==> config.mk <==
export PLATFORM = sky130hd
export DESIGN_NAME = pc_sequencer
export DESIGN_NICKNAME = d
export VERILOG_FILES = /design/src/rtl/pc_sequencer.sv
export SDC_FILE = /design/constraint.sdc
export NUM_CORES = 1
export LEC_CHECK = 0
export CORE_UTILIZATION = 55
export DETAILED_ROUTE_END_ITERATION = 10
export GPL_ROUTABILITY_DRIVEN = 0
export PLACE_DENSITY_LB_ADDON = 0.2
export SLEW_MARGIN = 20
export SYNTH_ARGS = -nofsm -noshare
export SYNTH_HDL_FRONTEND = slang
export SYNTH_SLANG_ARGS = --single-unit
==> constraint.sdc <==
create_clock -name clk -period 2.6 [get_ports clk]
set_input_delay 0.39 -clock clk [delete_from_list [all_inputs] [get_ports clk]]
set_output_delay 0.39 -clock clk [all_outputs]
set_load 0.01 [all_outputs]
==> src/rtl/pc_sequencer.sv <==
// Program-counter sequencer: increment, conditional jump/branch, call/return via internal stack.
// Latency: pc_out/depth/ovf/unf register one cycle after the sampling edge; halted is combinational from pc_out.
// Backpressure: en=0 stalls all state; no ready handshake, the decoder sees the stall via its own enable.
//
// Ports:
//   clk, reset          clock and synchronous active-high reset
//   en                  advance enable (0 = hold everything)
//   op, cond            operation select and taken qualifier for JMP/BR
//   target, offset      absolute address (JMP/CALL) and signed displacement (BR)
//   pc_out, depth       current fetch address and number of valid return-stack entries
//   ovf, unf            sticky stack overflow / underflow flags
//   halted              PC parked at LIMIT with wrapping disabled
module pc_sequencer #(
  parameter int               WIDTH     = 8,
  parameter int               DEPTH     = 4,
  parameter logic [WIDTH-1:0] RESET_VEC = '0,
  parameter logic [WIDTH-1:0] LIMIT     = {WIDTH{1'b1}},
  parameter bit               WRAP      = 1'b1,
  localparam int              DW        = $clog2(DEPTH + 1)
) (
  input  logic             clk,
  input  logic             reset,
  input  logic             en,
  input  logic [2:0]       op,
  input  logic             cond,
  input  logic [WIDTH-1:0] target,
  input  logic [WIDTH-1:0] offset,
  output logic [WIDTH-1:0] pc_out,
  output logic [DW-1:0]    depth,
  output logic             ovf,
  output logic             unf,
  output logic             halted
);

  // Stack index width; kept at least 1 bit so DEPTH=1 still has a legal index.
  localparam int            AW   = (DEPTH > 1) ? $clog2(DEPTH) : 1;
  localparam logic [DW-1:0] FULL = DW'(DEPTH);

  localparam logic [2:0] OP_JMP  = 3'b001;
  localparam logic [2:0] OP_BR   = 3'b010;
  localparam logic [2:0] OP_CALL = 3'b011;
  localparam logic [2:0] OP_RET  = 3'b100;

  logic [WIDTH-1:0] stack [DEPTH];
  logic [WIDTH-1:0] pc_plus1;
  logic [WIDTH-1:0] inc_pc;
  logic [WIDTH-1:0] top;
  logic [WIDTH-1:0] next_pc;
  logic [DW-1:0]    depth_m1;
  logic [DW-1:0]    next_depth;
  logic             push;
  logic             set_ovf;
  logic             set_unf;

  assign pc_plus1 = pc_out + WIDTH'(1);
  assign depth_m1 = depth - DW'(1);
  // Only consumed when depth > 0, so depth_m1 always addresses a valid entry then.
  assign top      = stack[depth_m1[AW-1:0]];
  assign halted   = !WRAP && (pc_out == LIMIT);

  // Sequential fall-through; at LIMIT either wrap or park (park shows up as halted).
  always_comb begin
    inc_pc = pc_plus1;
    if (pc_out == LIMIT) begin
      inc_pc = WRAP ? RESET_VEC : pc_out;
    end
  end

  always_comb begin
    next_pc    = pc_out;
    next_depth = depth;
    push       = 1'b0;
    set_ovf    = 1'b0;
    set_unf    = 1'b0;
    if (en) begin
      next_pc = inc_pc;
      case (op)
        OP_JMP: begin
          if (cond) next_pc = target;
        end
        OP_BR: begin
          // Two's-complement add with carry dropped gives the signed displacement.
          if (cond) next_pc = pc_out + offset;
        end
        OP_CALL: begin
          next_pc = target;
          if (depth == FULL) begin
            set_ovf = 1'b1;
          end else begin
            push       = 1'b1;
            next_depth = depth + DW'(1);
          end
        end
        OP_RET: begin
          if (depth != '0) begin
            next_pc    = top;
            next_depth = depth_m1;
          end else begin
            set_unf = 1'b1;
          end
        end
        default: ;
      endcase
    end
  end

  always_ff @(posedge clk) begin
    if (reset) begin
      pc_out <= RESET_VEC;
      depth  <= '0;
      ovf    <= 1'b0;
      unf    <= 1'b0;
    end else begin
      pc_out <= next_pc;
      depth  <= next_depth;
      ovf    <= ovf | set_ovf;
      unf    <= unf | set_unf;
    end
  end

  // Stack contents need no reset; depth alone decides which entries are valid.
  always_ff @(posedge clk) begin
    if (push && !reset) begin
      stack[depth[AW-1:0]] <= pc_plus1;
    end
  end

endmodule

# Yosys cells after proc, flatten, opt, wreduce, memory -nomap -nowiden
# Memory sizes are Yosys's and may differ from the RTL's.
# Cells that the tools add are included.
dict set report word_totals {
  reg_bits 13
  latchBits 0
  mem_bits_rw 32
  mem_bits_ro 0
  in_bits 23
  output_inout_bits 14
  elab_cells 43
  memories 1
}
# name words width rd rd_clocked_by_memory_dff wr line_no
set mem_list {}
lappend mem_list {stack 4 8 1 0 1 44} ;# logic [WIDTH-1:0] stack [DEPTH];
dict set report op_classes {
  n_addsub 4
  mul 0
  n_div 0
  order_cmp 0
  n_eq_ne 8
  n_shift 0
  muxes 19
  bitwise_logic 2
  reduce_logical 5
}
# operator count
set ops {}
lappend ops {{two-way mux 8 bit} 4}
lappend ops {{one-hot mux 8 bit (4 select lines)} 1}
lappend ops {{two-way mux 1 bit} 11}
lappend ops {{adder 8 x 1 -> 8 bit, second input constant} 1}
lappend ops {{adder 8 bit} 1}
lappend ops {{== test 8 bit, second input constant} 1}
lappend ops {{== test 3 x 2 -> 1 bit, second input constant} 2}
lappend ops {{== test 3 bit, second input constant} 2}
lappend ops {{two-way mux 3 bit} 2}
lappend ops {{one-hot mux 3 bit (2 select lines)} 1}
lappend ops {{inequality test 2 bit, second input constant} 2}
lappend ops {{AND reduction 4 bit} 1}
lappend ops {{adder 3 x 1 -> 3 bit, second input constant} 1}
lappend ops {{== test 3 x 1 -> 1 bit, second input constant} 1}
lappend ops {{nonzero test 3 bit} 1}
lappend ops {{subtractor 3 x 1 -> 3 bit, second input constant} 1}
lappend ops {{bitwise OR 1 bit} 2}
lappend ops {{nonzero test 2 bit} 1}
lappend ops {{logical AND 1 bit} 1}
lappend ops {{zero test 1 bit} 1}

# Logic depth before layout (Yosys ltp)
dict set report logic_depth {
  word_depth 7
  mapped_depth 10
  ltp_nobuf 9
}

# Worst setup path before layout
# OpenSTA, ideal clock, no wires.
dict set report synth_timing {
  path_kind {register to register}
  from {register depth[0]}
  to {register pc_out[3]}
  setup_ns 0.137
  arrival_time_ns 2.022
  required_ns 2.463
  slack_ns 0.441
  stages_incl_launch_ff 11
  n_path_buf 2
  synth_period_minus_slack_ns 2.159
  cell_sequence {dfxtp_1 -> buf_6 -> inv_1 -> ha_1 -> clkbuf_2 -> mux4_2 -> nor2b_1 -> a311oi_1 -> a21oi_1 -> o21ai_1 -> a21oi_1}
}
dict set report synth_between {
  elab_chain_len 4
  word_cells_on_any_way 5
  cone_classes {add/sub (1); mux (2); reduce/logical (1); memory (1)}
}
# item line_no
set synth_rtl {}
lappend synth_rtl {{start: declaration} 29} ;# output logic [DW-1:0] depth,
lappend synth_rtl {{start signal: assignment} 115} ;# depth <= next_depth;
lappend synth_rtl {{subtractor 3 x 1 -> 3 bit} 56} ;# assign depth_m1 = depth - DW'(1);
lappend synth_rtl {{memory (4 x 8 bit)} n/a}
lappend synth_rtl {{two-way mux 8 bit (*)} 95} ;# if (depth != '0) begin
lappend synth_rtl {{one-hot mux 8 bit (4 select lines) (*)} 77} ;# case (op)
lappend synth_rtl {{end signal: assignment} 114} ;# pc_out <= next_pc;
lappend synth_rtl {{end: declaration} 28} ;# output logic [WIDTH-1:0] pc_out,
# Every way passes the cells marked *; elsewhere a longest branch is shown, timed or not.
# A chain may end at the register's enable or synchronous reset.

# Worst setup path after layout
dict set report layout_timing {
  from {input offset[0]}
  to {register pc_out[6]}
}
dict set report layout_between {
  elab_chain_len 3
}
# item line_no
set layout_rtl {}
lappend layout_rtl {{start: declaration} 27} ;# input logic [WIDTH-1:0] offset,
lappend layout_rtl {{adder 8 bit} 83} ;# if (cond) next_pc = pc_out + offset;
lappend layout_rtl {{two-way mux 8 bit} 83}
lappend layout_rtl {{one-hot mux 8 bit (4 select lines)} 77}
# No other way between the ends.

==> flow_summary.rst <==
.. list-table::
   :header-rows: 1

   * - Metric
     - Value
   * - Status
     - completed
   * - Highest net fanout along the worst path
     - 2
   * - Number of I/O port buffers
     - 35
   * - Smallest hold slack
     - 0.4751 ns
   * - Sum of negative setup slack
     - 0 ns
   * - Via count of the first global-routing pass
     - roughly 1,900
   * - Origin of the worst min-delay path
     - unf
   * - Data arrival time at the worst-slack endpoint
     - between 2 and 2.5 ns
   * - Post-synthesis instance total
     - 250
   * - Clock root buffer
     - sky130_fd_sc_hd__clkbuf_8
   * - CTS tree
     - done
   * - Class of the worst hold path
     - flip-flop to flip-flop
   * - DRC violation count after routing
     - 0
   * - Average cell area after synthesis
     - roughly 11 µm²
   * - Clk buf depth
     - 2
   * - Startpoint of the worst-slack reg-to-reg timing path
     - pc_out[2]
   * - Initial Utilization
     - between 50% and 60%
   * - Clock latency reported for the late side of the worst-skew pair
     - 0.30 ns
   * - Power spent charging and discharging nets
     - ~0.00044 W
   * - Achievable Freq
     - 438.6 MHz
   * - Clk sink count
     - 45
   * - Number of DRC markers after the initial detailed-route iteration
     - roughly 110
   * - Die height
     - between 70 and 80 µm
   * - Post-cts sizing count
     - 0
   * - Count of endpoints failing hold in the final timing report
     - 0
   * - Transition time at the pin with the least slew margin
     - approximately 0.5 ns
   * - Horizontal die dimension
     - 72.57 µm
   * - Async S/R FF share, synth
     - 0%
   * - Initial antenna violation count
     - 0
   * - Max-slew headroom
     - about two thirds
   * - Placement row count
     - 25
   * - Post-layout net count
     - ~340
   * - Final clock period utilization by the worst path
     - just under 90%
   * - Total global-route track usage
     - roughly 25%
   * - Cells along the critical path
     - clkdlybuf4s50_1, ha_1, inv_1, fa_1, nor2b_1, o31a_1, o21a_1, nor3_1, nand3b_1, a2111oi_2
   * - Pin count of the biggest net entering global routing
     - 17
   * - Share of post-route cells with drive strength above 1
     - 16.11%
   * - RSZ-0062 raised after global routing
     - false
   * - Io pins
     - 37
   * - Stage delay of the slowest cell on the critical path
     - ~0.46 ns
   * - Standard cell with the maximum stage delay on the critical path
     - sky130_fd_sc_hd__clkdlybuf4s50_1
   * - Global-route wire length before repair
     - between 9000 and 10,000 µm
   * - Max-cap violations
     - 0
   * - Area occupied by multi-input gates
     - approximately 1400 µm²
   * - Detailed Route WL
     - around 6000 µm
   * - Crit Path Class
     - input pin to flip-flop
   * - Most area-consuming cells after synthesis
     - sky130_fd_sc_hd__edfxtp_1, sky130_fd_sc_hd__dfxtp_1, sky130_fd_sc_hd__mux4_2, sky130_fd_sc_hd__ha_1, sky130_fd_sc_hd__nor2_1
   * - Yosys reg bits
     - 45
   * - Util after Layout
     - 70.37%
   * - Internal power of the cells
     - between 0.001 and 0.0015 W
   * - Via count
     - 2,069
   * - Worst vdd ir
     - about 390 µV
   * - Switching power share of the total
     - 27.64%
   * - Share of power burned in registers
     - slightly above 50%
   * - Post-DR wirelength/cell
     - approximately 16 µm
   * - Buffers inserted during post-CTS setup optimization
     - 0
   * - H-Tree Level Count
     - 2
   * - Area of the core
     - around 4800 µm²
   * - Worst reg-to-reg setup slack
     - between 0.4 and 0.5 ns
   * - Overflow left after global routing
     - 0
   * - Antenna Diode Count
     - 0
   * - Number of enable flip-flop cells after synthesis
     - 32
   * - Most used flip-flop cell after synthesis
     - sky130_fd_sc_hd__edfxtp_1
   * - Residual antenna-violating net count after detailed routing
     - 0
   * - Number of slew-limit violations in the final report
     - 0
   * - Final Skew
     - between 0.009 and 0.01 ns
   * - Startpoint kind of the worst setup timing path
     - input pin
   * - Number of optimization iterations in the first detailed-route pass
     - 4
   * - Final number of setup-violating endpoints
     - 0
   * - Post-layout min period
     - between 2 and 2.5 ns
   * - HPWL Detailed
     - between 4000 and 5000 µm
   * - Gate power share
     - 20.6%
   * - Layout filler cell count
     - 370
   * - Mapped Nets
     - ~290
   * - Number of CTS-inserted buffers
     - 5
   * - Yosys warning count
     - 0
   * - Req. time, crit path
     - 2.81 ns
   * - Fraction of post-synthesis cell area in the top cell type by area
     - between 30% and 40%
   * - Count of unique library cells instantiated by Yosys
     - 53
   * - Register clock-pin slew on the reported worst setup and hold paths
     - 0.09 ns
   * - Library cell with the highest instance count after synthesis
     - sky130_fd_sc_hd__edfxtp_1
   * - Beginning of the critical path
     - offset[0]
   * - Via-to-Cell Ratio
     - around 5.7
   * - Yosys top cell by area
     - sky130_fd_sc_hd__edfxtp_1
   * - Power density over the cells
     - 472.3 nW/µm²
   * - Share of the yosys chip area belonging to registers
     - 44.59%
   * - Mapped Area
     - between 2000 and 3000 µm²
   * - Total Die Area
     - approximately 5300 µm²
   * - Sequential cell area
     - between 1000 and 1500 µm²
   * - Synth-to-layout area growth
     - 22.16%
   * - Most numerous cell types in the synthesized netlist
     - sky130_fd_sc_hd__edfxtp_1, sky130_fd_sc_hd__nor2_1, sky130_fd_sc_hd__a21oi_1, sky130_fd_sc_hd__nand2_1, sky130_fd_sc_hd__ha_1
   * - Clock power share
     - ~28%
   * - Capturing element type of the critical path
     - flip-flop
   * - Final total power
     - 0.001580 W
   * - Cts-stage hold buffer count
     - 0
   * - Leakage power
     - roughly 1.2 nW
## through the flow
step / instances / setup slack [ns] / area [µm²]
4_1_cts: 365 / 0.3251 / 3346
2_1_floorplan: 250 / 0.4412 / 2739
3_3_place_gp: 357 / 0.04161 / 3251
6_report: 365 / 0.3200 / 3346
5_1_grt: 365 / 0.2481 / 3346
3_5_place_dp: 357 / 0.007127 / 3251
## cells by family (layout without fill, tap and decap cells)
family,count (synthesis),in the layout,synth area share [%]
and+or+nand+nor,76,76,14.35
AOI/OAI and AO/OA,65,65,17.86
DFF,45,45,44.59
buffers and inverters,26,74,4.614
adders and majority gates,15,15,7.127
xor gates and xnor gates,14,14,4.751
muxes,8,8,6.578
other,1,1,0.1369
## per-layer routing
metal  GRT usage (%)  vias to the layer above  wire [µm]
li1                -                     1024          -
met1           32.63                      984       2738
met2           39.67                       53       2847
met3           4.583                        8        289
met4           10.89                        0        104
met5               0                        -          0
## critical path: cells and delay by family
family / cells / cell delay, ns
fa+ha+maj: 2 / 0.56
simple gates: 3 / 0.38
buf+inv: 2 / 0.51
compound gates: 3 / 0.64
## final timing paths
path,to,depth (start not counted)
setup / recovery,pc_out[6],10
hold reg to reg,unf,2
hold / removal,unf,2
setup reg to reg,pc_out[6],7
## sequential cells by signal (all words and copies together), names as in the netlist
name / flops
stack: 32
depth: 3
ovf: 1
unf: 1
pc_out: 8
## power groups by stage
stage	sequential, W	clock (W)	combinational, W
2_1_floorplan	0.000823	0	0.000200
3_3_place_gp	0.000822	0	0.000320
3_5_place_dp	0.000823	0	0.000324
4_1_cts	0.000806	0.000465	0.000326
5_1_grt	0.000809	0.000486	0.000355
6_report	0.000806	0.000448	0.000326
## final cells by class
| type | count | area share (%) |
|---|---|---|
| Multi-Input combinational cell | 179 | 41.59 |
| Sequential cell | 45 | 36.50 |
| Timing Repair Buffer | 55 | 15.33 |
| Tap cell | 67 | 2.506 |
| Clock buffer | 5 | 2.057 |
| Inverter | 11 | 1.234 |
| Clock inverter | 3 | 0.7853 |
## cells in the final DEF (no fill, tap or decap), types with 7 or more instances in the layout
| cell type | n |
|---|---|
| sky130_fd_sc_hd__ha_1 | 14 |
| sky130_fd_sc_hd__o21ai_0 | 11 |
| sky130_fd_sc_hd__nand3_1 | 8 |
| sky130_fd_sc_hd__inv_1 | 11 |
| sky130_fd_sc_hd__nor2_1 | 21 |
| sky130_fd_sc_hd__mux4_2 | 8 |
| sky130_fd_sc_hd__edfxtp_1 | 32 |
| sky130_fd_sc_hd__nand2_1 | 15 |
| sky130_fd_sc_hd__clkdlybuf4s50_1 | 35 |
| sky130_fd_sc_hd__buf_4 | 19 |
| sky130_fd_sc_hd__dfxtp_1 | 13 |
| sky130_fd_sc_hd__xnor2_1 | 7 |
| sky130_fd_sc_hd__a21oi_1 | 15 |
(Power assumes the default switching activity.)
